`src/rtl/multicycle_control_unit_if.sv`:
```
// multicycle_control_unit_if: shared memory port handshake between the control unit and memory
interface multicycle_control_unit_if;
  logic mem_req, mem_we, mem_unsigned, addr_sel, mem_ready;
  logic [1:0] mem_size;
  modport master(output mem_req, mem_we, mem_size, mem_unsigned, addr_sel, input mem_ready);
  modport slave(input mem_req, mem_we, mem_size, mem_unsigned, addr_sel, output mem_ready);
endinterface

```
`src/rtl/multicycle_control_unit.sv`:
```
// multicycle_control_unit: RV32I FETCH/DECODE/EXEC/MEM/WB sequencer with memory wait timeout
module multicycle_control_unit #(
  parameter int TIMEOUT = 15,
  parameter int CNT_W = 8,
  parameter bit RD0_GATE = 1,
  parameter bit TRAP_ON_ILLEGAL = 1
)(
  input  logic clk,
  input  logic rst_n,
  input  logic [31:0] instr,
  input  logic br_taken,
  input  logic trap_clr,
  multicycle_control_unit_if.master mem,
  output logic ir_wen,
  output logic pc_wen,
  output logic [2:0] pc_sel,
  output logic reg_wen,
  output logic [1:0] wb_sel,
  output logic alu_a_sel,
  output logic alu_b_sel,
  output logic [2:0] imm_type,
  output logic [3:0] alu_sel,
  output logic trap,
  output logic [1:0] trap_cause,
  output logic busy
);
  typedef enum logic [2:0] {FETCH, DECODE, EXEC, MEM, WB, TRAP} state_t;
  typedef enum logic [2:0] {C_NOP, C_ALU, C_BR, C_LD, C_ST, C_JAL, C_JALR} cls_t;
  typedef struct packed {
    cls_t cls;
    logic [3:0] alu;
    logic a, b;
    logic [2:0] imm;
    logic [1:0] wb;
    logic [2:0] f3;
    logic rd0;
  } dec_t;
  state_t st, st_n;
  dec_t d, dd;
  logic ill, to, unused;
  logic [CNT_W-1:0] cnt;
  logic [1:0] cause_n;
  logic [6:0] op;
  logic [2:0] f3;
  logic f7;
  assign op = instr[6:0];
  assign f3 = instr[14:12];
  assign f7 = instr[30];
  assign unused = ^{instr[31], instr[29:15]};
  assign to = cnt == CNT_W'(TIMEOUT);
  always_comb begin
    dd = '0;
    dd.f3 = f3;
    dd.rd0 = instr[11:7] == 5'd0;
    ill = 1'b0;
    case (op)
      7'b0110111: begin dd.cls = C_ALU; dd.imm = 3'd3; dd.b = 1'b1; dd.wb = 2'b11; end
      7'b0010111: begin dd.cls = C_ALU; dd.imm = 3'd3; dd.a = 1'b1; dd.b = 1'b1; end
      7'b1101111: begin dd.cls = C_JAL; dd.imm = 3'd4; dd.a = 1'b1; dd.b = 1'b1; dd.wb = 2'b10; end
      7'b1100111: begin dd.cls = C_JALR; dd.b = 1'b1; dd.wb = 2'b10; ill = f3 != 3'd0; end
      7'b1100011: begin dd.cls = C_BR; dd.imm = 3'd2; dd.alu = 4'b0001; ill = f3[2:1] == 2'b01; end
      7'b0000011: begin dd.cls = C_LD; dd.b = 1'b1; dd.wb = 2'b01; ill = f3 == 3'b011 || f3[2:1] == 2'b11; end
      7'b0100011: begin dd.cls = C_ST; dd.imm = 3'd1; dd.b = 1'b1; ill = f3[2] || f3[1:0] == 2'b11; end
      7'b0010011: begin
        dd.cls = C_ALU;
        dd.b = 1'b1;
        dd.alu = {f3[0], f3[1], f3[2], f3 == 3'b101 && f7};
        ill = f3 == 3'b001 && f7;
      end
      7'b0110011: begin
        dd.cls = C_ALU;
        dd.alu = {f3[0], f3[1], f3[2], f7};
        ill = f7 && f3 != 3'b000 && f3 != 3'b101;
      end
      7'b0001111, 7'b1110011: dd.cls = C_NOP;
      default: ill = 1'b1;
    endcase
    if (ill) dd.cls = C_NOP;
  end
  always_ff @(posedge clk or negedge rst_n)
    if (!rst_n) begin
      st <= FETCH;
      cnt <= '0;
      d <= '0;
      trap_cause <= 2'b00;
    end else begin
      st <= st_n;
      cnt <= st_n != st ? '0 : to ? cnt : cnt + CNT_W'(1);
      if (st == DECODE) d <= dd;
      trap_cause <= cause_n;
    end
  always_comb begin
    st_n = st;
    cause_n = trap_cause;
    mem.mem_req = 1'b0;
    mem.mem_we = 1'b0;
    mem.mem_size = 2'b00;
    mem.mem_unsigned = 1'b0;
    mem.addr_sel = 1'b0;
    ir_wen = 1'b0;
    pc_wen = 1'b0;
    pc_sel = 3'b000;
    reg_wen = 1'b0;
    wb_sel = 2'b00;
    alu_a_sel = 1'b0;
    alu_b_sel = 1'b0;
    imm_type = 3'b000;
    alu_sel = 4'b0000;
    trap = st == TRAP;
    busy = st != TRAP;
    if (rst_n && (st == EXEC || st == MEM || st == WB)) begin
      alu_sel = d.alu;
      alu_a_sel = d.a;
      alu_b_sel = d.b;
      imm_type = d.imm;
    end
    if (rst_n)
      case (st)
        FETCH: begin
          mem.mem_req = 1'b1;
          mem.mem_size = 2'b10;
          ir_wen = mem.mem_ready;
          st_n = mem.mem_ready ? DECODE : to ? TRAP : FETCH;
          cause_n = !mem.mem_ready && to ? 2'b10 : cause_n;
        end
        DECODE: begin
          st_n = ill && TRAP_ON_ILLEGAL ? TRAP : EXEC;
          cause_n = ill && TRAP_ON_ILLEGAL ? 2'b01 : cause_n;
        end
        EXEC: begin
          pc_wen = d.cls == C_BR;
          pc_sel = d.cls == C_BR && br_taken ? 3'b001 : 3'b000;
          st_n = d.cls == C_BR ? FETCH : d.cls == C_LD || d.cls == C_ST ? MEM : WB;
        end
        MEM: begin
          mem.mem_req = 1'b1;
          mem.addr_sel = 1'b1;
          mem.mem_we = d.cls == C_ST;
          mem.mem_size = d.f3[1:0];
          mem.mem_unsigned = d.cls == C_LD && d.f3[2];
          pc_wen = mem.mem_ready && d.cls == C_ST;
          st_n = mem.mem_ready ? (d.cls == C_ST ? FETCH : WB) : to ? TRAP : MEM;
          cause_n = !mem.mem_ready && to ? 2'b11 : cause_n;
        end
        WB: begin
          reg_wen = d.cls != C_NOP && !(RD0_GATE && d.rd0);
          wb_sel = d.wb;
          pc_wen = 1'b1;
          pc_sel = d.cls == C_JAL ? 3'b011 : d.cls == C_JALR ? 3'b010 : 3'b000;
          st_n = FETCH;
        end
        TRAP: begin
          pc_wen = trap_clr;
          pc_sel = trap_clr ? 3'b100 : 3'b000;
          cause_n = trap_clr ? 2'b00 : cause_n;
          st_n = trap_clr ? FETCH : TRAP;
        end
        default: st_n = FETCH;
      endcase
  end
endmodule

```
`src/flat_wrapper.sv`:
```
// flat-port wrapper written by rule: the top's interface ports become plain ports
module multicycle_control_unit_flat 
#(
  parameter int TIMEOUT = 15,
  parameter int CNT_W = 8,
  parameter bit RD0_GATE = 1,
  parameter bit TRAP_ON_ILLEGAL = 1
)
  (clk, rst_n, instr, br_taken, trap_clr, ir_wen, pc_wen, pc_sel, reg_wen, wb_sel, alu_a_sel, alu_b_sel, imm_type, alu_sel, trap, trap_cause, busy, mem_mem_req, mem_mem_we, mem_mem_size, mem_mem_unsigned, mem_addr_sel, mem_mem_ready);
  multicycle_control_unit_if mem_i ();
  input  logic clk;
  input  logic rst_n;
  input  logic [31:0] instr;
  input  logic br_taken;
  input  logic trap_clr;
  output logic ir_wen;
  output logic pc_wen;
  output logic [2:0] pc_sel;
  output logic reg_wen;
  output logic [1:0] wb_sel;
  output logic alu_a_sel;
  output logic alu_b_sel;
  output logic [2:0] imm_type;
  output logic [3:0] alu_sel;
  output logic trap;
  output logic [1:0] trap_cause;
  output logic busy;
  output wire logic [$bits(mem_i.mem_req)-1:0] mem_mem_req;
  output wire logic [$bits(mem_i.mem_we)-1:0] mem_mem_we;
  output wire logic [$bits(mem_i.mem_size)-1:0] mem_mem_size;
  output wire logic [$bits(mem_i.mem_unsigned)-1:0] mem_mem_unsigned;
  output wire logic [$bits(mem_i.addr_sel)-1:0] mem_addr_sel;
  input wire logic [$bits(mem_i.mem_ready)-1:0] mem_mem_ready;
  assign mem_mem_req = mem_i.mem_req;
  assign mem_mem_we = mem_i.mem_we;
  assign mem_mem_size = mem_i.mem_size;
  assign mem_mem_unsigned = mem_i.mem_unsigned;
  assign mem_addr_sel = mem_i.addr_sel;
  assign mem_i.mem_ready = mem_mem_ready;
  multicycle_control_unit #(.TIMEOUT(TIMEOUT), .CNT_W(CNT_W), .RD0_GATE(RD0_GATE), .TRAP_ON_ILLEGAL(TRAP_ON_ILLEGAL)) u_core (.clk(clk), .rst_n(rst_n), .instr(instr), .br_taken(br_taken), .trap_clr(trap_clr), .mem(mem_i), .ir_wen(ir_wen), .pc_wen(pc_wen), .pc_sel(pc_sel), .reg_wen(reg_wen), .wb_sel(wb_sel), .alu_a_sel(alu_a_sel), .alu_b_sel(alu_b_sel), .imm_type(imm_type), .alu_sel(alu_sel), .trap(trap), .trap_cause(trap_cause), .busy(busy));
endmodule
```
`config.mk`:
```
export PLATFORM = sky130hd
export DESIGN_NAME = multicycle_control_unit_flat
export DESIGN_NICKNAME = d
export VERILOG_FILES = /design/src/rtl/multicycle_control_unit_if.sv /design/src/rtl/multicycle_control_unit.sv /design/src/flat_wrapper.sv
export SDC_FILE = /design/constraint.sdc
export NUM_CORES = 1
export LEC_CHECK = 0
export ABC_CLOCK_PERIOD_IN_PS = 7000
export BUFFER_PORTS_ARGS = -buffer_cell sky130_fd_sc_hd__buf_2
export CAP_MARGIN = 20
export CORE_AREA = 2 2 65 67
export CTS_BUF_LIST = sky130_fd_sc_hd__clkbuf_4 sky130_fd_sc_hd__clkbuf_8
export CTS_CLUSTER_SIZE = 25
export DETAILED_ROUTE_END_ITERATION = 8
export DIE_AREA = 0 0 67 69
export PLACE_DENSITY = 0.87
export SLEW_MARGIN = 20
export SYNTH_ARGS = -nofsm -noshare
export SYNTH_HDL_FRONTEND = slang
export SYNTH_SLANG_ARGS = --single-unit
```
`constraint.sdc`:
```
create_clock -name clk -period 7 [get_ports clk]
set_input_delay 1.4 -clock clk [delete_from_list [all_inputs] [get_ports clk]]
set_output_delay 1.4 -clock clk [all_outputs]
set_load 0.03 [all_outputs]
```
==> impl_metrics.yaml <==
placed_design:
  io_buffers: 47
  place_ws_ns: 2.68
  hpwl_mm: 3.83
  gp_congestion: 0.903
  dp_cells: 356
grt:
  grt_pass1_wl_mm: 9.10
  first_global_vias: 1964
  grt-ovfl-total: 0
  antenna_found_initial: 0
  grt_usage: 0.249
  grt_max_degree: 31
synthesis:
  synth_edf_count: 0
  yosys_register_bits: 31
  synth_most_common_cell: "nand2_1"
  synth.area.top_cells: "dfrtp_1 (36%), nand2_1 (7.1%), nor3_1 (4.8%), nor2_1 (4.7%), and3_1 (4.3%)"
  syn_inst: 275
  netlist.area_leader.share: 0.357
  synth_common_cells: "nand2_1 (41), dfrtp_1 (31), nor2_1 (27)"
  synth-async-reset-ratio: 1.00
  synth_nets: 313
  syn_area_mm2: 0.00217
  syn_avg_cell_area_um2: 7.91
  ys_types: 57
  yosysTopAreaCell: "dfrtp_1"
  synth_top_flop_cell: "dfrtp_1"
  yosys_warnings: 0
  yosysSeqAreaShare: 0.357
setup_path:
  crit_required_ns: 5.60
  endpoint_kind: "primary output"
  crit_path_start_kind: "input pin"
  crit_type: "input pin to primary output"
  crit_fanout: 30
  cp.arrival_ns: 2.90
cells_and_area:
  fin_nets: 351
  final_cells: 364
  drive_gt1_frac: 0.201
  fillers: 352
  diodes: 0
  area_growth_pct: 16.5
timing:
  setup_viol: 0
  final_max_slew_viol_count: 0
  finalCriticalPeriod_ns: 4.30
  hold_viol_final: 0
  worstMarginPinSlew_ns: 0.854
  slew-limit-headroom: 0.429
  tns_ns: 0
  timing.fmax_mhz: 233
  rsz0062_at_grt: "false"
  fin_skew_ns: 0.00664
  fin_ws_ns: 2.70
  fin_crit_sh: 0.614
pwr:
  power.static_leakage_nw: 1.19
  power.density_mw_per_mm2: 232
  ir_drop_v: 0.000134
  total_power_uw: 587
detailed_routing:
  via_count: 2217
  avgRoutedWirePerCell_um: 14.8
  drtIter0Drc: 227
  viasPerCell: 6.09
  firstDrtPassIters: 5
  drt.antenna.violating_nets: 0
  wirelength_mm: 5.37
  drc: 0
clock_network:
  clock-sinks: 31
  cts_buffers: 5
  post_cts_buffers: 0
  cts_root_buf: "clkbuf_8"
  htreeDepth: 2
  cts_tree: "yes"
  worstSkewPairLatency_ns: 0.28
  cts_hold_buffers: 0
  cts_resized: 0
  clk_pin_slew_worst_paths_ns: 0.06
  cts_buffer_depth: 2
floorplan:
  dieHeight_um: 69
  dieArea_mm2: 0.00462
  start_util: 0.556
  io_pins: 64
  rows: 23
  coreArea_mm2: 0.00391
  die_w_um: 67
run:
  maxCapViolations: 0
min_path:
  hold_path.class: "register to register"
outcome:
  status: "complete, no violations"
## per-stage QoR
step | hold slack, ns | instance area (um2) | util
2_1_floorplan | 0.435 | 2170 | -
3_3_place_gp | 0.455 | 2410 | 0.617
3_5_place_dp | 0.454 | 2410 | 0.617
4_1_cts | 0.473 | 2530 | 0.647
5_1_grt | 0.494 | 2530 | 0.647
6_report | 0.470 | 2530 | 0.647
## state kept, by name, summed over array words and instances (netlist names)
register,flops
u_core.st,3
u_core.cnt,8
u_core.d,18
u_core.trap_cause,2
## routing by layer
| metal | vias to the layer above | GRT usage | part of all wire |
|---|---|---|---|
| met1 | 1035 | 0.341 | 0.44 |
| met5 | - | 0 | 0 |
| li1 | 1081 | - | - |
| met3 | 8 | 0.0571 | 0.058 |
| met2 | 93 | 0.389 | 0.49 |
| met4 | 0 | 0.0726 | 0.012 |
## report_power, final
| group | internal, mW | switching, mW |
|---|---|---|
| combinational | 0.0562 | 0.109 |
| sequential | 0.209 | 0.0309 |
| clock | 0.115 | 0.0674 |
| total | 0.380 | 0.207 |
## placed cells by master, fill, tap and decap left out, types with 3 or more instances in the layout
master / instances
clkbuf_8: 6
o21ai_0: 7
buf_2: 47
inv_1: 5
nand3_1: 6
and3_1: 15
nor4_1: 7
nor2b_1: 3
a211oi_1: 3
nand2_1: 41
xnor2_1: 3
o22ai_1: 4
a41oi_1: 3
o21ai_1: 8
nor3_1: 21
o41ai_1: 4
xor2_1: 4
nor3b_1: 4
o31ai_1: 5
nor2_1: 27
dfrtp_1: 31
o21bai_1: 3
a21oi_1: 9
nand2b_1: 6
## worst max-delay path, stage by stage
cell      delay (ns)
buf_2           0.34
buf_4           0.40
nand2b_1        0.18
nand2b_1        0.22
nor3_1          0.13
buf_2           0.22
## final timing paths
path | cells after the start | slack, ns | to | from
max in group asynchronous | 2 | 5.29 | u_core.d[9]$_DFFE_PN0P_ | rst_n
min | 2 | 0.47 | u_core.d[11]$_DFFE_PN0P_ | u_core.d[11]$_DFFE_PN0P_
min reg2reg | 2 | 0.47 | u_core.d[11]$_DFFE_PN0P_ | u_core.d[11]$_DFFE_PN0P_
max | 6 | 2.70 | ir_wen | rst_n
max reg2reg | 5 | 4.40 | u_core.trap_cause[0]$_DFFE_PN0P_ | u_core.st[0]$_DFF_PN0_
min in group asynchronous | 1 | 1.03 | u_core.st[0]$_DFF_PN0_ | rst_n
## cells by family (layout without fill, tap and decap cells)
group | after synthesis | count (layout) | synth area share
and+or+nand+nor | 144 | 144 | 0.334
DFF | 31 | 31 | 0.357
buffers and inverters | 24 | 63 | 0.0420
xor gates and xnor gates | 7 | 7 | 0.0282
AOI/OAI and AO/OA | 66 | 66 | 0.222
muxes | 2 | 2 | 0.0115
adders and majority gates | 1 | 1 | 0.00575
## final cells by class
cell class,count,area (um2),share of cell area
clock inverter,2,35.0,0.0138
timing repair buffer,48,243,0.0958
tap,50,62.6,0.0247
clock buffer,6,82.6,0.0326
inverter,7,26.3,0.0104
multi-input combinational,220,1310,0.516
sequential,31,776,0.306
Note: power is estimated with default switching activity, not from simulation.
